### config.mk
export PLATFORM = sky130hd
export DESIGN_NAME = aes_word_io_flat
export DESIGN_NICKNAME = d
export VERILOG_FILES = /design/src/rtl/aes_word_io_if.sv /design/src/rtl/aes_word_io.sv /design/src/flat_wrapper.sv
export SDC_FILE = /design/constraint.sdc
export NUM_CORES = 1
export LEC_CHECK = 0
export BUFFER_PORTS_ARGS = -buffer_cell sky130_fd_sc_hd__buf_2
export CAP_MARGIN = 20
export CORE_AREA = 3 3 179 181
export DETAILED_ROUTE_END_ITERATION = 16
export DIE_AREA = 0 0 182 184
export GPL_ROUTABILITY_DRIVEN = 0
export PLACE_DENSITY = 0.8
export SLEW_MARGIN = 20
export SYNTH_ARGS = -nofsm -noshare
export SYNTH_HDL_FRONTEND = slang
export SYNTH_SLANG_ARGS = --single-unit
### constraint.sdc
create_clock -name CLK -period 27.4 [get_ports CLK]
set_input_delay 1.37 -clock CLK [delete_from_list [all_inputs] [get_ports CLK]]
set_output_delay 1.37 -clock CLK [all_outputs]
set_load 0.005 [all_outputs]
### src/rtl/aes_word_io_if.sv
// Word-stream bundle for aes_word_io: key/plaintext words in, ciphertext words out.
// The block itself uses the slave view; whatever feeds and drains it uses master.
interface aes_word_io_if;
   logic        s_valid;
   logic        s_ready;
   logic [31:0] s_data;
   logic        s_key;
   logic        m_valid;
   logic        m_ready;
   logic [31:0] m_data;
   logic        m_last;

   modport master (
      output s_valid, s_data, s_key, m_ready,
      input  s_ready, m_valid, m_data, m_last
   );

   modport slave (
      input  s_valid, s_data, s_key, m_ready,
      output s_ready, m_valid, m_data, m_last
   );
endinterface

### src/rtl/aes_word_io.sv
// Word-serial front/back end around a 128-bit AES-128 core: gathers key and plaintext
// words, launches the core once, streams the ciphertext out. Define AES_IO_KEY_REUSE_EN to let a block skip key loading.
module aes_word_io (
   input  logic          CLK,
   input  logic          RST,
   aes_word_io_if.slave  io,
   output logic          busy,
   output logic [127:0]  aes_key,
   output logic [127:0]  aes_di,
   output logic          aes_start,
   input  logic [127:0]  aes_do,
   input  logic          aes_done
);

   typedef enum logic [2:0] {
      LOAD_KEY,
      LOAD_DATA,
      START,
      WAIT,
      UNLOAD
   } state_t;

   state_t       state;
   logic [1:0]   wcnt;
   logic [127:0] key_reg;
   logic [127:0] di_reg;
   logic [95:0]  out_reg;
   logic         s_fire;
   logic         m_fire;
   logic         skip_key;

   assign s_fire  = io.s_valid && io.s_ready;
   assign m_fire  = io.m_valid && io.m_ready;
   assign aes_key = key_reg;
   assign aes_di  = di_reg;

`ifdef AES_IO_KEY_REUSE_EN
   // A first word flagged as data jumps straight into the data phase and keeps key_reg.
   assign skip_key = (wcnt == 2'd0) && !io.s_key;
`else
   logic unused_s_key;
   assign skip_key     = 1'b0;
   assign unused_s_key = io.s_key;
`endif

   // Words shift in and out MSW first, so word 0 ends up in / comes from [127:96].
   always_ff @(posedge CLK or posedge RST) begin
      if (RST) begin
         state      <= LOAD_KEY;
         wcnt       <= 2'd0;
         key_reg    <= '0;
         di_reg     <= '0;
         out_reg    <= '0;
         io.s_ready <= 1'b0;
         io.m_valid <= 1'b0;
         io.m_data  <= '0;
         io.m_last  <= 1'b0;
         busy       <= 1'b0;
         aes_start  <= 1'b0;
      end else begin
         // NOTE: non-blocking throughout, so every branch below sees the pre-edge wcnt/state.
         aes_start <= 1'b0;
         case (state)
            LOAD_KEY: begin
               io.s_ready <= 1'b1;
               if (s_fire) begin
                  busy <= 1'b1;
                  if (skip_key) begin
                     di_reg <= {di_reg[95:0], io.s_data};
                     wcnt   <= 2'd1;
                     state  <= LOAD_DATA;
                  end else begin
                     key_reg <= {key_reg[95:0], io.s_data};
                     wcnt    <= wcnt + 2'd1;
                     if (wcnt == 2'd3) state <= LOAD_DATA;
                  end
               end
            end

            LOAD_DATA: begin
               if (s_fire) begin
                  di_reg <= {di_reg[95:0], io.s_data};
                  wcnt   <= wcnt + 2'd1;
                  if (wcnt == 2'd3) begin
                     io.s_ready <= 1'b0;
                     aes_start  <= 1'b1;
                     state      <= START;
                  end
               end
            end

            START: begin
               state <= WAIT;
            end

            WAIT: begin
               if (aes_done) begin
                  out_reg    <= aes_do[95:0];
                  io.m_data  <= aes_do[127:96];
                  io.m_valid <= 1'b1;
                  io.m_last  <= 1'b0;
                  state      <= UNLOAD;
               end
            end

            UNLOAD: begin
               if (m_fire) begin
                  wcnt <= wcnt + 2'd1;
                  if (wcnt == 2'd3) begin
                     io.m_valid <= 1'b0;
                     io.m_last  <= 1'b0;
                     io.s_ready <= 1'b1;
                     busy       <= 1'b0;
                     state      <= LOAD_KEY;
                  end else begin
                     io.m_data <= out_reg[95:64];
                     out_reg   <= {out_reg[63:0], 32'd0};
                     io.m_last <= (wcnt == 2'd2);
                  end
               end
            end

            default: state <= LOAD_KEY;
         endcase
      end
   end

endmodule

### src/flat_wrapper.sv
// flat-port wrapper written by rule: the top's interface ports become plain ports
module aes_word_io_flat 
  (CLK, RST, busy, aes_key, aes_di, aes_start, aes_do, aes_done, io_s_valid, io_s_data, io_s_key, io_m_ready, io_s_ready, io_m_valid, io_m_data, io_m_last);
  aes_word_io_if io_i ();
  input  logic CLK;
  input  logic RST;
  output logic busy;
  output logic [127:0] aes_key;
  output logic [127:0] aes_di;
  output logic aes_start;
  input  logic [127:0] aes_do;
  input  logic aes_done;
  input wire logic [$bits(io_i.s_valid)-1:0] io_s_valid;
  input wire logic [$bits(io_i.s_data)-1:0] io_s_data;
  input wire logic [$bits(io_i.s_key)-1:0] io_s_key;
  input wire logic [$bits(io_i.m_ready)-1:0] io_m_ready;
  output wire logic [$bits(io_i.s_ready)-1:0] io_s_ready;
  output wire logic [$bits(io_i.m_valid)-1:0] io_m_valid;
  output wire logic [$bits(io_i.m_data)-1:0] io_m_data;
  output wire logic [$bits(io_i.m_last)-1:0] io_m_last;
  assign io_i.s_valid = io_s_valid;
  assign io_i.s_data = io_s_data;
  assign io_i.s_key = io_s_key;
  assign io_i.m_ready = io_m_ready;
  assign io_s_ready = io_i.s_ready;
  assign io_m_valid = io_i.m_valid;
  assign io_m_data = io_i.m_data;
  assign io_m_last = io_i.m_last;
  aes_word_io u_core (.CLK(CLK), .RST(RST), .io(io_i), .busy(busy), .aes_key(aes_key), .aes_di(aes_di), .aes_start(aes_start), .aes_do(aes_do), .aes_done(aes_done));
endmodule
==> results of run 1 <==
layout make-up:
| type | count | share of cell area, % |
|---|---|---|
| inverter | 3 | 0.120 |
| sequential | 394 | 49.7 |
| antenna | 6 | 0.0757 |
| multi-input combinational | 635 | 28.7 |
| clock inverter | 13 | 0.839 |
| timing repair buffer | 471 | 12.1 |
| tap | 396 | 2.50 |
| clock buffer | 59 | 5.93 |
routing by layer:
layer	routed length (um)	GRT usage, %	vias up
met4	1560	10.1	2
met3	4260	7.95	90
li1	-	-	4883
met2	21000	40.4	499
met1	16700	31.4	5580
met5	8	0	-
cells in the mapped netlist, types with 2 or more instances:
cell type    n  share of area, %
nor2_1      53               1.2
dfrtp_1    394                61
mux2_4     100               9.3
o221a_2     46               3.2
o21ai_0     35               1.1
buf_2       26              0.81
nand3_1      4              0.12
inv_1        3             0.070
ha_1         2              0.16
mux2_2     156                11
a21oi_1     51               1.6
nand2b_1    39               1.5
buf_1        3             0.070
o32ai_1     49               2.7
clkbuf_1    21              0.49
buf_4       13              0.61
buf_6       22               1.5
nand2_1     69               1.6
nand4b_1     2              0.11
or2b_1       9              0.42
cells in the final DEF (no fill, tap or decap), drive strengths merged, types with 2 or more instances in the layout:
| master | netlist | routed |
|---|---|---|
| buf | 64 | 471 |
| clkinvlp | 0 | 3 |
| clkbuf | 21 | 59 |
| nand3 | 4 | 4 |
| dfrtp | 394 | 394 |
| o221a | 47 | 47 |
| mux2 | 256 | 256 |
| inv | 3 | 4 |
| diode | 0 | 6 |
| or2b | 9 | 9 |
| nand2b | 39 | 39 |
| ha | 2 | 2 |
| nor2 | 53 | 53 |
| bufinv | 0 | 2 |
| clkinv | 0 | 7 |
| a21oi | 51 | 51 |
| nand4b | 2 | 2 |
| o21ai | 36 | 36 |
| nand2 | 69 | 69 |
| o32ai | 49 | 49 |
path summary, 6_finish.rpt:
check / start / endpoint / slack (ns) / cells after the start
max reg2reg: u_core.state[2] / u_core.aes_di[12] / 24.39 / 5
min reg2reg: u_core.aes_key[115] / u_core.aes_key[115] / 0.50 / 1
max: io_s_valid / u_core.aes_di[12] / 24.09 / 6
min: u_core.aes_key[115] / u_core.aes_key[115] / 0.50 / 1
max in group asynchronous: RST / u_core.aes_key[34] / 24.25 / 4
min in group asynchronous: RST / u_core.aes_key[116] / 0.99 / 2
per-stage QoR:
step           instance area, sq um  utilization (%)
2_1_floorplan                 16100                -
3_3_place_gp                  18500             60.3
4_1_cts                       19800             64.7
3_5_place_dp                  18500             60.3
5_1_grt                       19800             64.8
6_report                      19800             64.8
report_power, final:
part / switching, uW / internal, uW / total (uW)
Clock: 232 / 320 / 552
Sequential: 0 / 582 / 582
Combinational: 16.1 / 9.87 / 26.0
Total: 248 / 912 / 1160
critical path: cells and delay by family:
family / cells / cell delay, ns
buffers and inverters: 3 / 1.55
muxes: 1 / 0.43
and+or+nand+nor: 2 / 0.29
cell families after synthesis:
family	count (synthesis)	share of synthesized area (%)
DFF	394	61.3
muxes	256	20.3
AOI/OAI and AO/OA	190	9.02
and+or+nand+nor	186	5.65
buffers and inverters	88	3.59
adders and majority gates	2	0.156
xor gates and xnor gates	1	0.0544
==> qor.txt, run 1 <==
Status: finished clean
Post-Route WL: 43500 um
HP Class: flop to flop
Multi-input logic area: 5690 sq um
Core box area: 30600 sq um
Leakage: 0.0109 uW
Post-CTS Hold Buffers: 0
Fraction of layout cells with a size suffix above 1: 53.7%
Fmax: 302 MHz
Reg clk slew, reported paths: 0.06 ns
Maximum root-to-sink buffer count: 3
Actual transition at the worst max-transition pin: 1.05 ns
Post-cts resize count: 0
Initial DRC count: 731
Root buffer cell: clkbuf_16
Vias in the first global route: 11414
Largest net degree at the start of global routing: 159
RSZ-0062 raised after global routing: no
Final setup fails: 0
Nets: 1715
IO Count: 459
Clock skew: 0.0229 ns
Global-route wire length before repair: 66400 um
Post-CTS Setup Inserts: 0
CTS tree: yes
Initial antenna violation count: 7
Startpoint types: input port
Hold WS: 0.502 ns
Post-synth cell types: 40
DIE HEIGHT: 184 um
Crit. End Element: flop
Worst EP arrival: 3.73 ns
Clk Latency, worst-skew pair: 0.55 ns
Max-cap violation count: 0
CP peak stage delay: 0.88 ns
Drt wl/cell: 22.0 um
Maximum vdd drop: 0.0546 mV
CP Class: input port to flop
Num rows: 64
Worst-path cell chain: buf_2, nand3b_4, nor3b_2, buf_4, buf_4, mux2_2
Critical-path cell with the highest stage delay: buf_4
Crit path time final: 3.31 ns
Final WS setup: 24.09 ns
Synthesized area per cell: 14.4 sq um
Ys async rst share: 100%
Congestion Overflow GR: 0
Pwr/cell area: 58.5 nW/um^2
FF/Latch Area: 9860 sq um
Crit path top cell by count: buf_4
Sequential fraction of the synthesis area: 61.3%
Routed vias: 11054
Total CTS buffers: 42
Vias/cell: 5.59
Net count after synthesis: 1285
Fillers: 2230
Final Hold Fails: 0
Overall global routing resource usage: 24.9%
Post-place setup slack: 23.00 ns
Main flop type after synthesis: dfrtp_1
Die area: 33500 sq um
Final TNS setup: 0 ns
DRT Pass-1 Iters: 5
Total Power: 1160 uW
Die outline width: 182 um
Post-synth EDFFs: 0
Finished Layout Cells: 1977
Initial Util: 52.6%
Placed insts: 1899
Final HPWL DP: 29100 um
CTS H-Tree Depth: 2
CP Max Fanout: 80
DR DRC count: 0
# port buffers: 457
P&R area growth vs syn: 23.2%
# clock sinks: 394
Cell Area, Synth: 16100 sq um
Mapped Cells: 1117
#FFs+latches synth: 394
WP data required: 27.82 ns
Ys Warns: 0
Slew Limit Headroom: 30.3%
Fin crit share: 12.1%
Max-slew violation count: 0
Routed Antenna Nets: 0
(Power assumes the default switching activity.)
==> inputs of run 2 (changes only) <==
--- a/config.mk
+++ b/config.mk
@@ -7,9 +7,10 @@
 export LEC_CHECK = 0
 export BUFFER_PORTS_ARGS = -buffer_cell sky130_fd_sc_hd__buf_2
 export CAP_MARGIN = 20
-export CORE_AREA = 3 3 179 181
+export CORE_ASPECT_RATIO = 1.2
+export CORE_MARGIN = 3
+export CORE_UTILIZATION = 52
 export DETAILED_ROUTE_END_ITERATION = 16
-export DIE_AREA = 0 0 182 184
 export GPL_ROUTABILITY_DRIVEN = 0
 export PLACE_DENSITY = 0.8
 export SLEW_MARGIN = 20
==> constraint.sdc (replaced) <==
create_clock -name CLK -period 3.5 [get_ports CLK]
set_input_delay 0.175 -clock CLK [delete_from_list [all_inputs] [get_ports CLK]]
set_output_delay 0.175 -clock CLK [all_outputs]
set_load 0.005 [all_outputs]
==> qor.txt, run 2 (synthesis results as in run 1) <==
Status: finished clean
Maximum vdd drop: 0.470 mV
Largest net degree at the start of global routing: 129
Fin crit share: 68.2%
Die area: 33100 sq um
Fmax: 419 MHz
Initial Util: 53.6%
Final HPWL DP: 30600 um
Maximum root-to-sink buffer count: 3
Final Hold Fails: 0
Global-route wire length before repair: 76400 um
Crit. End Element: flop
Initial DRC count: 1194
Leakage: 0.0117 uW
Initial antenna violation count: 1
Cell family with most CP delay: simple AND/OR/NAND/NOR gates
Overall global routing resource usage: 29.2%
Vias in the first global route: 12847
Worst EP arrival: 2.81 ns
Max-cap violation count: 0
Most frequent cells in the layout: buf_2 (457), dfrtp_1 (394), mux2_2 (156), dlygate4sd3_1 (139), mux2_4 (100)
Placed insts: 1908
Worst-path cell chain: nand3b_4, or3_4, buf_4, mux2_2
Clk Latency, worst-skew pair: 0.54 ns
Post-Route WL: 49400 um
DP Area: 18700 sq um
# clock sinks: 394
DRT Pass-1 Iters: 5
CP Max Fanout: 45
Root buffer cell: clkbuf_16
Crit path time final: 2.39 ns
DIE HEIGHT: 199 um
CP Class: flop to flop
IO Count: 459
Core box area: 30000 sq um
Congestion Overflow GR: 0
Fraction of layout cells with a size suffix above 1: 50.1%
Total CTS buffers: 40
Hold depth: 3
Nets: 1867
Post-route cell area: 21500 sq um
Critical-path cell with the highest stage delay: or3_4
Num rows: 69
P&R area growth vs syn: 33.5%
Buf/Inv on CP: 1
Final design utilization: 71.5%
Pwr/cell area: 436 nW/um^2
Die outline width: 167 um
HP Class: input port to flop
Drt wl/cell: 23.3 um
Finished Layout Cells: 2121
Crit. path cell count: 4
Most common cell after layout, fill and taps aside: buf_2
CTS H-Tree Depth: 2
Startpoint types: flop
DR DRC count: 0
# port buffers: 457
Clock skew: 0.0256 ns
Met3 Resource Use GR: 7.51%
Total Power: 9370 uW
Grt peak-use layer: met2
R2R depth: 4
Reg clk slew, reported paths: 0.06 ns
Routed Antenna Nets: 0
Final setup fails: 0
RSZ-0062 raised after global routing: no
Routed vias: 12096
Slew Limit Headroom: 40.7%
WP data required: 3.92 ns
Met2 usage: 50.9%
Fillers: 1828
CP peak stage delay: 0.69 ns
Vias/cell: 5.70
CTS tree: yes
Post-CTS Setup Inserts: 0
Actual transition at the worst max-transition pin: 0.890 ns
Met1 GRT Util: 36.1%
Max-slew violation count: 0
## run 2: changes by cell type in the layout (fill, tap and decap cells not counted), sizes merged
cell	change
bufinv	+3
dlygate4sd3	+139
clkbuf	-6
clkinv	+6
clkinvlp	-2
diode	-5
buf	+15
## run 2: area by class of cell
cell class / count / area (sq um) / area share, %
Inverter: 3 / 15.0 / 0.0699
Clock inverter: 20 / 255 / 1.19
Timing Repair Buffer: 625 / 4070 / 19.0
Tap cell: 390 / 488 / 2.27
Multi-Input combinational cell: 635 / 5680 / 26.5
Sequential cell: 394 / 9860 / 45.9
Clock buffer: 53 / 1110 / 5.17
Antenna cell: 1 / 2.50 / 0.0116
## run 2: per-stage QoR
stage | setup TNS (ns) | hold WS [ns] | worst slack (ns)
CTS | 0 | 0.00178 | 1.13
global route | 0 | 0.0128 | 1.01
floorplan | -778.88 | 0.292 | -1.98
detailed placement | 0 | 0.364 | 1.13
finish | 0 | 0.0261 | 1.11
global placement | 0 | 0.359 | 1.18
## run 2: tightest hold or removal path: stages
cell	delay, ns
buf_2	0.08
nand2b_1	0.10
o221a_2	0.16
## run 2: final timing paths
| kind | startpoint | to | slack [ns] |
|---|---|---|---|
| worst max-delay path | u_core.state[2] | u_core.aes_key[120] | 1.11 |
| worst min-delay path | aes_do[111] | u_core.io.m_data[15] | 0.03 |
| worst max register to register | u_core.state[2] | u_core.aes_key[120] | 1.11 |
| worst min register to register | u_core.aes_key[123] | u_core.aes_key[123] | 0.50 |
| max in group asynchronous | RST | u_core.aes_key[65] | 2.20 |
| min in group asynchronous | RST | u_core.out_reg[86] | 0.35 |
## run 2: layer usage
layer	vias to the layer above	routed length (um)
li1	5195	-
met1	6158	18700
met2	648	25000
met3	95	4070
met4	0	1640
met5	-	0
## run 2: power breakdown
part	switching, uW	internal, uW	leakage (uW)	total, uW
logic	166	195	0.00547	360
clock network	1830	2620	0.000681	4460
registers	0	4550	0.00550	4550
## run 2: timing repair
item,CTS,global route
setup endpoints to repair,0,0
hold buffers,139,0
hold endpoints to repair,199,0
resized for setup,0,0
